==> config.mk <==
export PLATFORM = sky130hd
export DESIGN_NAME = pipe_ctrl
export DESIGN_NICKNAME = d
export VERILOG_FILES = /design/src/rtl/pipe_ctrl.sv
export SDC_FILE = /design/constraint.sdc
export NUM_CORES = 1
export LEC_CHECK = 0
export ABC_AREA = 1
export BUFFER_PORTS_ARGS = -buffer_cell sky130_fd_sc_hd__buf_2
export CORE_UTILIZATION = 38
export CTS_BUF_LIST = sky130_fd_sc_hd__clkbuf_4
export DETAILED_ROUTE_END_ITERATION = 7
export PLACE_DENSITY = 0.79
export SYNTH_ARGS = -nofsm -noshare
export SYNTH_HDL_FRONTEND = slang
export SYNTH_SLANG_ARGS = --single-unit
==> constraint.sdc <==
create_clock -name clk -period 1.6 [get_ports clk]
set_input_delay 0.08 -clock clk [delete_from_list [all_inputs] [get_ports clk]]
set_output_delay 0.08 -clock clk [all_outputs]
set_load 0.01 [all_outputs]
==> src/rtl/pipe_ctrl.sv <==
// Stall/flush sequencer for the 5-stage pipeline (PC, IF/ID, ID/EX, EX/MEM, MEM/WB).
// Merges load-use, multi-cycle EX, bus-wait and branch events into per-register
// hold/bubble vectors and a PC redirect. A watchdog on bus waits forces a full
// flush to TRAP_PC when the bus never acknowledges.
module pipe_ctrl #(
  parameter int unsigned TIMEOUT = 16,
  parameter logic [31:0] TRAP_PC = 32'h0000_0100
) (
  input  logic        clk,
  input  logic        rst,
  input  logic        stallreq_id_i,
  input  logic        ex_busy_req_i,
  input  logic        ex_done_i,
  input  logic        mem_req_i,
  input  logic        mem_ack_i,
  input  logic        ex_branch_flag_i,
  input  logic [31:0] ex_branch_addr_i,
  output logic [4:0]  stall_o,
  output logic [4:0]  flush_o,
  output logic        pc_load_o,
  output logic [31:0] new_pc_o,
  output logic        mem_err_o,
  output logic [1:0]  state_o
);

  localparam int unsigned CntW = $clog2(TIMEOUT + 1);
  localparam logic [CntW-1:0] CntMax = CntW'(TIMEOUT);
  localparam logic [CntW-1:0] CntOne = CntW'(1);

  typedef enum logic [1:0] {
    StIdle    = 2'd0,
    StExWait  = 2'd1,
    StMemWait = 2'd2,
    StFlush   = 2'd3
  } state_e;

  state_e          state_q, state_d;
  logic [CntW-1:0] cnt_q, cnt_d;

  logic        mem_wait;
  logic        dispatch;
  logic        allow_mem;
  logic        allow_ex;
  logic [4:0]  stall;
  logic [4:0]  flush;
  logic        pc_load;
  logic [31:0] new_pc;
  logic        mem_err;

  assign mem_wait = mem_req_i & ~mem_ack_i;

  // State and watchdog counter registers with synchronous reset.
  always_ff @(posedge clk) begin
    if (rst) begin
      state_q <= StIdle;
      cnt_q   <= '0;
    end else begin
      state_q <= state_d;
      cnt_q   <= cnt_d;
    end
  end

  // Next-state and output decode; release cycles reuse the IDLE priority chain.
  always_comb begin
    state_d   = state_q;
    cnt_d     = cnt_q;
    stall     = 5'b00000;
    flush     = 5'b00000;
    pc_load   = 1'b0;
    new_pc    = 32'h0;
    mem_err   = 1'b0;
    dispatch  = 1'b0;
    allow_mem = 1'b0;
    allow_ex  = 1'b0;

    unique case (state_q)
      StIdle: begin
        dispatch  = 1'b1;
        allow_mem = 1'b1;
        allow_ex  = 1'b1;
      end
      StMemWait: begin
        if (mem_ack_i) begin
          // Ack wins even in the timeout cycle.
          dispatch = 1'b1;
          allow_ex = 1'b1;
        end else if (cnt_q < CntMax) begin
          stall = 5'b01111;
          flush = 5'b10000;
          cnt_d = cnt_q + CntOne;
        end else begin
          stall   = 5'b01111;
          flush   = 5'b10000;
          mem_err = 1'b1;
          cnt_d   = '0;
          state_d = StFlush;
        end
      end
      StExWait: begin
        if (ex_done_i) begin
          dispatch  = 1'b1;
          allow_mem = 1'b1;
        end else if (mem_wait) begin
          // Watchdog intentionally idle here; EX is the longer stall.
          stall = 5'b01111;
          flush = 5'b10000;
        end else begin
          stall = 5'b00111;
          flush = 5'b01000;
        end
      end
      StFlush: begin
        flush   = 5'b11111;
        pc_load = 1'b1;
        new_pc  = TRAP_PC;
        cnt_d   = '0;
        state_d = StIdle;
      end
      default: state_d = StIdle;
    endcase

    if (dispatch) begin
      state_d = StIdle;
      cnt_d   = '0;
      if (allow_mem && mem_wait) begin
        stall   = 5'b01111;
        flush   = 5'b10000;
        cnt_d   = CntOne;
        state_d = StMemWait;
      end else if (allow_ex && ex_busy_req_i) begin
        stall   = 5'b00111;
        flush   = 5'b01000;
        state_d = StExWait;
      end else if (ex_branch_flag_i) begin
        flush   = 5'b00110;
        pc_load = 1'b1;
        new_pc  = ex_branch_addr_i;
      end else if (stallreq_id_i) begin
        stall = 5'b00011;
        flush = 5'b00100;
      end
    end
  end

  // Outputs are forced quiet while reset is asserted.
  always_comb begin
    stall_o   = rst ? 5'b00000 : stall;
    flush_o   = rst ? 5'b00000 : flush;
    pc_load_o = rst ? 1'b0 : pc_load;
    new_pc_o  = rst ? 32'h0 : new_pc;
    mem_err_o = rst ? 1'b0 : mem_err;
    state_o   = rst ? 2'd0 : state_q;
  end

endmodule
Yosys cells after proc, flatten, opt, wreduce, memory -nomap -nowiden
Cells that the tools add are included.
Widths: inputs -> output; s select.
{"block": "classes", "bitwise_logic": 2, "n_addsub": 1, "n_mux": 53, "eq_ne": 5, "order_cmp": 1, "reduce_logical": 6}
{"operator": "$mux 32", "n": 5}
{"operator": "$mux 5", "n": 18}
{"operator": "$pmux 5 s3", "n": 1}
{"operator": "$mux 1", "n": 14}
{"operator": "$mux 4", "n": 3}
{"operator": "$mux 2", "n": 5}
{"operator": "$pmux 5 s2", "n": 1}
{"operator": "$mux 9", "n": 1}
{"operator": "$pmux 4 s2", "n": 1}
{"operator": "$ne 3x3->1 const B", "n": 2}
{"operator": "$add 5x1->5 const B", "n": 1}
{"operator": "$lt 5x5->1 const B", "n": 1}
{"operator": "$eq 2x2->1 const B", "n": 2}
{"operator": "$pmux 1 s2", "n": 2}
{"operator": "$pmux 2 s2", "n": 1}
{"operator": "$pmux 1 s3", "n": 1}
{"operator": "$reduce_and 3->1", "n": 1}
{"operator": "$reduce_bool 3->1", "n": 1}
{"operator": "$eq 2x1->1 const B", "n": 1}
{"operator": "$logic_and 1x1->1", "n": 2}
{"operator": "$logic_not 2->1", "n": 1}
{"operator": "$reduce_and 2->1", "n": 1}
{"operator": "$and 1x1->1", "n": 1}
{"operator": "$not 1->1", "n": 1}
{"block": "word_totals", "inputBits": 40, "output_inout_bits": 46, "word_cells": 70, "regBits": 7}

Logic depth before layout (Yosys ltp)
Gate-level depths: netlist (run 1).
{"block": "depth", "word_depth": 11, "mapped_depth": 10, "mapped_depth_nobuf": 10}

Worst setup path before layout (run 1)
Ideal clock, no wire load.
{"block": "synth_timing", "path_kind": "register to output", "from": "reg state_q[0]", "to": "out stall_o[1]", "arrival_ns": 1.663, "t_required_ns": 1.520, "setup_slack_ns": -0.143, "n_path_buf": 2, "path_stages_with_launch": 10, "path_cell_list": "dfxtp_1 -> inv_1 -> ha_1 -> nand2_2 -> nand3_2 -> nand2_4 -> clkinv_2 -> buf_2 -> a31oi_1 -> buf_4"}
{"block": "synth_via", "elab_chain_cells": 8, "word_cells_on_any_way": 15, "classes_between": "eq/ne: 2; mux: 10; reduce/logical: 3"}
{"element": "start, declared", "line_no": "37", "text": "state_e state_q, state_d;"}
{"element": "start signal, assigned", "line_no": "55", "text": "state_q <= StIdle;"}
{"element": "start signal, assigned", "line_no": "58", "text": "state_q <= state_d;"}
{"element": "$eq 2x1->1 or $eq 2x2->1 (tied branches)", "line_no": "76", "text": "unique case (state_q)"}
{"element": "$pmux 4 s2", "line_no": "76"}
{"element": "$mux 5", "line_no": "138", "text": "end else if (stallreq_id_i) begin"}
{"element": "$mux 5", "line_no": "134", "text": "end else if (ex_branch_flag_i) begin"}
{"element": "$mux 5", "line_no": "130", "text": "end else if (allow_ex && ex_busy_req_i) begin"}
{"element": "$mux 5", "line_no": "125", "text": "if (allow_mem && mem_wait) begin"}
{"element": "$mux 5 *", "line_no": "122", "text": "if (dispatch) begin"}
{"element": "$mux 5 *", "line_no": "147", "text": "stall_o = rst ? 5'b00000 : stall;"}
{"element": "end, declared", "line_no": "18", "text": "output logic [4:0] stall_o,"}
Mark *: on every way between the ends. The rest lies on a longest branch, timed or not.

Final worst setup path (run 1)
{"block": "layout_timing", "from": "reg state_q[1]", "to": "out new_pc_o[9]"}
{"block": "layout_via", "elab_chain_cells": 7, "word_cells_on_any_way": 12, "classes_between": "eq/ne: 2; mux: 7; reduce/logical: 3"}
{"element": "$eq 2x2->1 or $logic_not 2->1 (tied branches)", "line_no": "76"}
{"element": "$pmux 1 s2", "line_no": "76"}
{"element": "$logic_and 1x1->1", "line_no": "130"}
{"element": "$mux 32", "line_no": "130"}
{"element": "$mux 32", "line_no": "125"}
{"element": "$mux 32 *", "line_no": "122"}
{"element": "$mux 32 *", "line_no": "150", "text": "new_pc_o = rst ? 32'h0 : new_pc;"}
{"element": "end, declared", "line_no": "21", "text": "output logic [31:0] new_pc_o,"}
Marks and branches as above.

==> results of run 1 <==
[metal layers]
metal | part of all wire [%] | global-route usage (%) | vias to the layer above
met4 | 3.7 | 10.1 | 0
met3 | 9.3 | 5.22 | 30
li1 | - | - | 850
met1 | 37 | 34.8 | 937
met5 | 0 | 0 | -
met2 | 50 | 55.0 | 148
[cell families after synthesis]
group | after synthesis | synth area share, %
buffers and inverters | 34 | 14.1
AO/OA/AOI/OAI | 21 | 9.31
adder cells (fa/ha/maj) | 7 | 7.49
other | 1 | 0.321
AND/OR/NAND/NOR | 120 | 56.7
flip-flops | 7 | 12.0
[power groups by stage]
stage / sequential, W / clock, W / combinational [W]
after floorplan: 0.000278 / 0 / 0.00124
after global placement: 0.000284 / 0 / 0.00186
after detailed placement: 0.000286 / 0 / 0.00188
after CTS: 0.000313 / 0.000188 / 0.00268
after global routing: 0.000353 / 0.000208 / 0.00352
final: 0.000343 / 0.000204 / 0.00334
[sequential cells by signal, indices dropped and copies added, names as in the netlist]
name / count
cnt_q: 5
state_q: 2
[Yosys cell counts (5+ instances only)]
master	n	share of area (%)
nor2_1	21	6.7
o21ai_0	9	3.9
nor3b_2	10	11
ha_1	7	7.5
nand3_1	10	4.3
nand2_1	48	15
buf_2	5	2.1
a21oi_1	9	3.9
nor3b_1	21	13
dfxtp_1	7	12
inv_1	20	6.4
[layout make-up]
type	count	area (sq um)	share of cell area, %
Multi-Input combinational cell	149	1240	50.9
Tap cell	31	38.8	1.59
Sequential cell	7	148	6.05
Inverter	23	98.8	4.05
Timing Repair Buffer	123	882	36.1
Clock buffer	4	30.0	1.23
[through the flow]
stage                     setup slack, ns  utilization (%)  hold WS [ns]  instance area, sq um  std cells
final                              -0.370             86.3         0.168                  2440        337
after global placement             -0.157             61.7         0.403                  1740        312
after detailed placement           -0.208             61.7         0.413                  1740        312
after floorplan                   -0.0292                -         0.291                  1200        190
after global routing               -0.417             86.3         0.181                  2440        337
after CTS                          -0.255             79.0         0.163                  2240        332
[how the worst max path moves through the flow]
stage | to | slack (ns) | cells after the start
3_3_place_gp | new_pc_o[6] | -0.16 | 9
4_1_cts | new_pc_o[6] | -0.25 | 10
6_report | new_pc_o[9] | -0.37 | 9
5_1_grt | new_pc_o[11] | -0.42 | 9
3_5_place_dp | new_pc_o[6] | -0.21 | 9
2_1_floorplan | new_pc_o[21] | -0.03 | 9
[what timing repair did]
item,CTS,global route
setup endpoints to repair,44,49
pin swaps,16,16
gates cloned,3,1
setup buffers,13,4
gates resized for setup,76,39
==> metrics.cfg, run 1 <==
[run_status]
status = finished, violations left
failed_checks = DRC, setup timing

[power_and_ir_drop]
p_sw_w = 0.00198
p_int_w = 0.00191
power_w = 0.00389
combinationalPowerShare_pct = 85.9
clockPowerShare_pct = 5.3
powerDensity_nw_per_um2 = 1590
vdd_drop_max_mv = 1.14
pwr-share-seq_pct = 8.8
p_leak_nw = 1.25
switching_share_pct = 50.8

[placed_design]
gp_congestion = 0.867
numPortBuffers = 84
dpl.hpwl_um = 2740

[synthesis]
synth_edf_count = 0
synth-seq-area-share_pct = 12.0
synthesis.area_sq_um = 1170
synth-seq-cells = 7
synthCells = 190
synth_cell_types = 25
yosysWarningCount = 0
synth_ff_type = dfxtp_1
async_reset_ff_share_pct = 0
synth_area_per_cell_sq_um = 6.15
synth_nets = 237

[clock_network]
clockBufferDepth = 2
cts_buffers = 3
cts_num_sinks = 7
cts_root_buffer = clkbuf_4
path_clk_slew_ns = 0.07
cts_tree = yes
htreeDepth = 1
clk_latency_ns = 0.28
holdBufCountCts = 0

[global_routing]
grt_usage_pct = 30.0
antenna_found_initial = 0
grt_first_pass_wirelength_um = 7770
grt_max_degree = 16
grt_pass1_vias = 1668
grt_overflow = 0

[die]
start_util_pct = 41.3
core_area_sq_um = 2830
io_pins = 86
dieArea_sq_um = 3300
dieWidth_um = 57.5
die_h_um = 57.5
fp-row-count = 19

[cells_and_area]
finalNetCount = 354
layout_commonest_cell = buf_2
final_cell_mix = buf_2, nand2_1, nor3b_2, buf_4, nor2_1
drive_gt1_share_pct = 69.9
nFillCells = 139
diodes = 0
syn_to_final_growth_pct = 109

[sta]
fin_skew_ns = 0.0161
rsz0062_at_grt = yes
post-route-min-period_ns = 1.97
finalSetupViolCount = 49
setup_slack_ns = -0.370
finalMaxSlewViolations = 0
fmax_ghz = 0.508
hold_violations = 0
min_period_over_period_pct = 123
tns_ns = -13.52

[critical_path]
reg2reg_setup_slack_ns = -0.21
critPathLaunch = state_q[1]$_SDFFE_PP0P_
worstSetupPathType = flop to primary output
rr_endpoint = state_q[0]$_SDFFE_PP0P_
critPathSlowestCell = dfxtp_4
rr_startpoint = state_q[1]$_SDFFE_PP0P_
path_max_fanout = 7
cp.required_ns = 1.52
worstPathCellList = buf_4 -> ha_4 -> inv_2 -> nand2_4 -> clkinv_4 -> nand3_4 -> buf_16 -> nor3b_2 -> buf_2
max_stage_delay_ns = 0.36
cp.arrival_ns = 1.89
cp-start-kind = flop
cp_top_family = buffers and inverters
end_kind = primary output
critical_path_buf_inv_count = 5
ff2ff_path_depth = 12

[hold_path]
min_to = cnt_q[1]$_SDFFE_PP0P_
whs_path_depth = 2
hp-class = primary input to flop
hold_path.startpoint = rst

[drt]
finalWirelength_um = 6030
vias = 1965
avgViaCountPerCell = 5.83
ant_nets = 0
avgRoutedWirePerCell_um = 17.9
drc = 10
drtPass1Iterations = 7
drt_iter0_drc = 113

[run]
cap_violations = 0

No activity file was read; power rests on OpenSTA's default activity.
==> run 2: changes to the inputs <==
--- a/config.mk
+++ b/config.mk
@@ -7,10 +7,9 @@
 export LEC_CHECK = 0
 export ABC_AREA = 1
 export BUFFER_PORTS_ARGS = -buffer_cell sky130_fd_sc_hd__buf_2
-export CORE_UTILIZATION = 38
+export CORE_UTILIZATION = 30
 export CTS_BUF_LIST = sky130_fd_sc_hd__clkbuf_4
 export DETAILED_ROUTE_END_ITERATION = 7
-export PLACE_DENSITY = 0.79
 export SYNTH_ARGS = -nofsm -noshare
 export SYNTH_HDL_FRONTEND = slang
 export SYNTH_SLANG_ARGS = --single-unit
==> run 2 against run 1 <==
  * The flow finishes with violations (setup timing)
  * Sequential share of layout area is 0.15 points higher
  * Combinational power is 6.6% lower
  * Via count is 14% lower
  * Fmax is 6.4% higher
  * Non-clock buffer count stayed put
  * Largest power group unchanged
  * Utilization is 22 points lower
  * Flip-flop and latch count stayed put
  * Design area is 2.5% lower
  * Register-to-register slack better by 0.20 ns
==> metrics.cfg, run 2 (synthesized netlist as in run 1, its figures left out) <==
[run_status]
status = finished, violations left
failed_checks = setup timing

[drt]
drtPass1Iterations = 4  ; -3
ant_nets = 0  ; unchanged
finalWirelength_um = 4260  ; -29%
drc = 0  ; -10
avgViaCountPerCell = 4.77  ; -18%
vias = 1690  ; -14%
drt_iter0_drc = 46  ; -59%
avgRoutedWirePerCell_um = 12.0  ; -33%

[sta]
hold_violations = 0  ; unchanged
rsz0062_at_grt = yes
finalMaxSlewViolations = 0  ; unchanged
post-route-min-period_ns = 1.85  ; -0.119 ns
min_period_over_period_pct = 116  ; -7.4 points
tns_ns = -8.56  ; +4.96 ns
fin_skew_ns = 0.00400  ; -0.0121 ns
finalSetupViolCount = 44  ; -10%
setup_slack_ns = -0.251  ; +0.119 ns
fmax_ghz = 0.540  ; +6.4%

[clock_network]
cts_root_buffer = clkbuf_4
path_clk_slew_ns = 0.06  ; about the same
cts_tree = yes
cts_num_sinks = 7  ; unchanged
cts_buffers = 3  ; unchanged
clk_latency_ns = 0.25  ; -0.03 ns
holdBufCountCts = 0  ; unchanged
clockBufferDepth = 2  ; unchanged
htreeDepth = 1  ; unchanged

[critical_path]
ff2ff_path_depth = 12  ; unchanged
cp.required_ns = 1.52  ; about the same
end_kind = primary output
path_max_fanout = 4  ; -3
rr_startpoint = state_q[1]$_SDFFE_PP0P_
reg2reg_setup_slack_ns = -0.01  ; +0.20 ns
worstSetupPathType = flop to primary output
cp.arrival_ns = 1.77  ; -0.12 ns
rr_endpoint = cnt_q[3]$_SDFFE_PP0P_
cp-start-kind = flop

[power_and_ir_drop]
powerDensity_nw_per_um2 = 1520  ; -4.5%
vdd_drop_max_mv = 1.04  ; -8.3%
combinationalPowerShare_pct = 86.0  ; about the same
switching_share_pct = 49.2  ; -1.5 points
p_int_w = 0.00184  ; -3.9%
p_leak_nw = 1.22  ; -2.4%
power_w = 0.00362  ; -6.9%
p_sw_w = 0.00178  ; -9.7%
pwr-share-seq_pct = 9.1  ; +0.3 points
clockPowerShare_pct = 4.9  ; -0.4 points

[global_routing]
antenna_found_initial = 0  ; unchanged
grt_first_pass_wirelength_um = 6010  ; -23%
grt_overflow = 0  ; unchanged
grt_pass1_vias = 1384  ; -17%
grt_max_degree = 30  ; +14
grt_usage_pct = 17.6  ; -12 points

[run]
cap_violations = 0  ; unchanged

[die]
core_area_sq_um = 3690  ; +30%
dieWidth_um = 64.4  ; +12%
dieArea_sq_um = 4150  ; +26%
start_util_pct = 31.7  ; -9.6 points
io_pins = 86  ; unchanged
die_h_um = 64.4  ; +12%
fp-row-count = 22  ; +3

[cells_and_area]
nFillCells = 299  ; +120%
drive_gt1_share_pct = 67.0  ; -2.9 points
largest_register_ffs = 5  ; unchanged
layout_commonest_cell = buf_2
final_cell_mix = buf_2, nand2_1, buf_4, nor3b_2, nor2_1
diodes = 0  ; unchanged
reg_top3 = cnt_q x5, state_q x2
syn_to_final_growth_pct = 104
top_register = cnt_q
finalNetCount = 354  ; unchanged

[placed_design]
gp_congestion = 0.792  ; -8.7%
numPortBuffers = 84  ; unchanged
dpl.hpwl_um = 2680  ; -2.1%

[hold_path]
hp-class = primary input to flop
whs_path_depth = 2  ; unchanged
min_to = cnt_q[1]$_SDFFE_PP0P_
hold_path.startpoint = rst

[run 2: changes by cell type in the layout (fill, tap and decap cells not counted), sizes merged]
| cell | delta |
|---|---|
| clkbuf | -1 |
| buf | +1 |
[run 2: how the worst max path moves through the flow]
stage                            start      endpoint  cells past startpoint
2_1_floorplan  state_q[1]$_SDFFE_PP0P_  new_pc_o[21]                      9
3_3_place_gp   state_q[0]$_SDFFE_PP0P_     pc_load_o                     10
3_5_place_dp   state_q[1]$_SDFFE_PP0P_   new_pc_o[1]                      9
4_1_cts        state_q[0]$_SDFFE_PP0P_   new_pc_o[2]                     10
5_1_grt        state_q[0]$_SDFFE_PP0P_    flush_o[4]                     11
6_report       state_q[1]$_SDFFE_PP0P_    stall_o[3]                     11
[run 2: layout make-up]
type / instances / area [sq um] / share of cell area (%)
well taps: 48 / 60.1 / 2.52
flip-flops and latches: 7 / 148 / 6.20
clock buffers: 4 / 30.0 / 1.26
inverters: 23 / 106 / 4.47
repair buffers: 123 / 807 / 33.9
multi-input cells: 149 / 1230 / 51.7
[run 2: timing repair]
item,CTS,global route
endpoints found under the hold margin,0,0
endpoints found under the setup margin,46,47
gates cloned,1,0
buffers inserted,11,9
pin swaps,8,19
resized for setup,58,47
[run 2: power groups by stage]
stage                     clock (W)  combinational, W  sequential (W)
after global routing       0.000196           0.00335        0.000335
after floorplan                   0           0.00124        0.000278
after detailed placement          0           0.00192        0.000289
after CTS                  0.000184           0.00250        0.000314
after global placement            0           0.00191        0.000286
final                      0.000179           0.00312        0.000329
[run 2: worst max-delay path, cell delays in order, from the launching register on]
cell and delay [ns]:
dfxtp_4 0.38, inv_4 0.06, ha_4 0.17, inv_6 0.09, nand3_4 0.09, nand2_4 0.09
clkinv_4 0.08, buf_4 0.16, o21ai_1 0.07, nand2_1 0.06, a21oi_1 0.13, buf_2 0.15
[run 2: per-layer routing]
layer / vias up / wire length, um / track usage, %
li1: 850 / - / -
met1: 773 / 1740 / 22.3
met2: 61 / 2220 / 32.5
met3: 6 / 250 / 2.82
met4: 0 / 47 / 0.833
met5: - / 0 / 0
[run 2: through the flow]
stage	instances	setup slack (ns)	hold WS, ns	area, sq um	util [%]
2_1_floorplan	190	-0.0292	0.291	1200	-
3_3_place_gp	330	-0.0571	0.408	1790	48.4
3_5_place_dp	330	-0.0883	0.409	1790	48.4
4_1_cts	346	-0.212	0.163	2140	57.9
5_1_grt	354	-0.330	0.181	2380	64.6
6_report	354	-0.251	0.152	2380	64.6
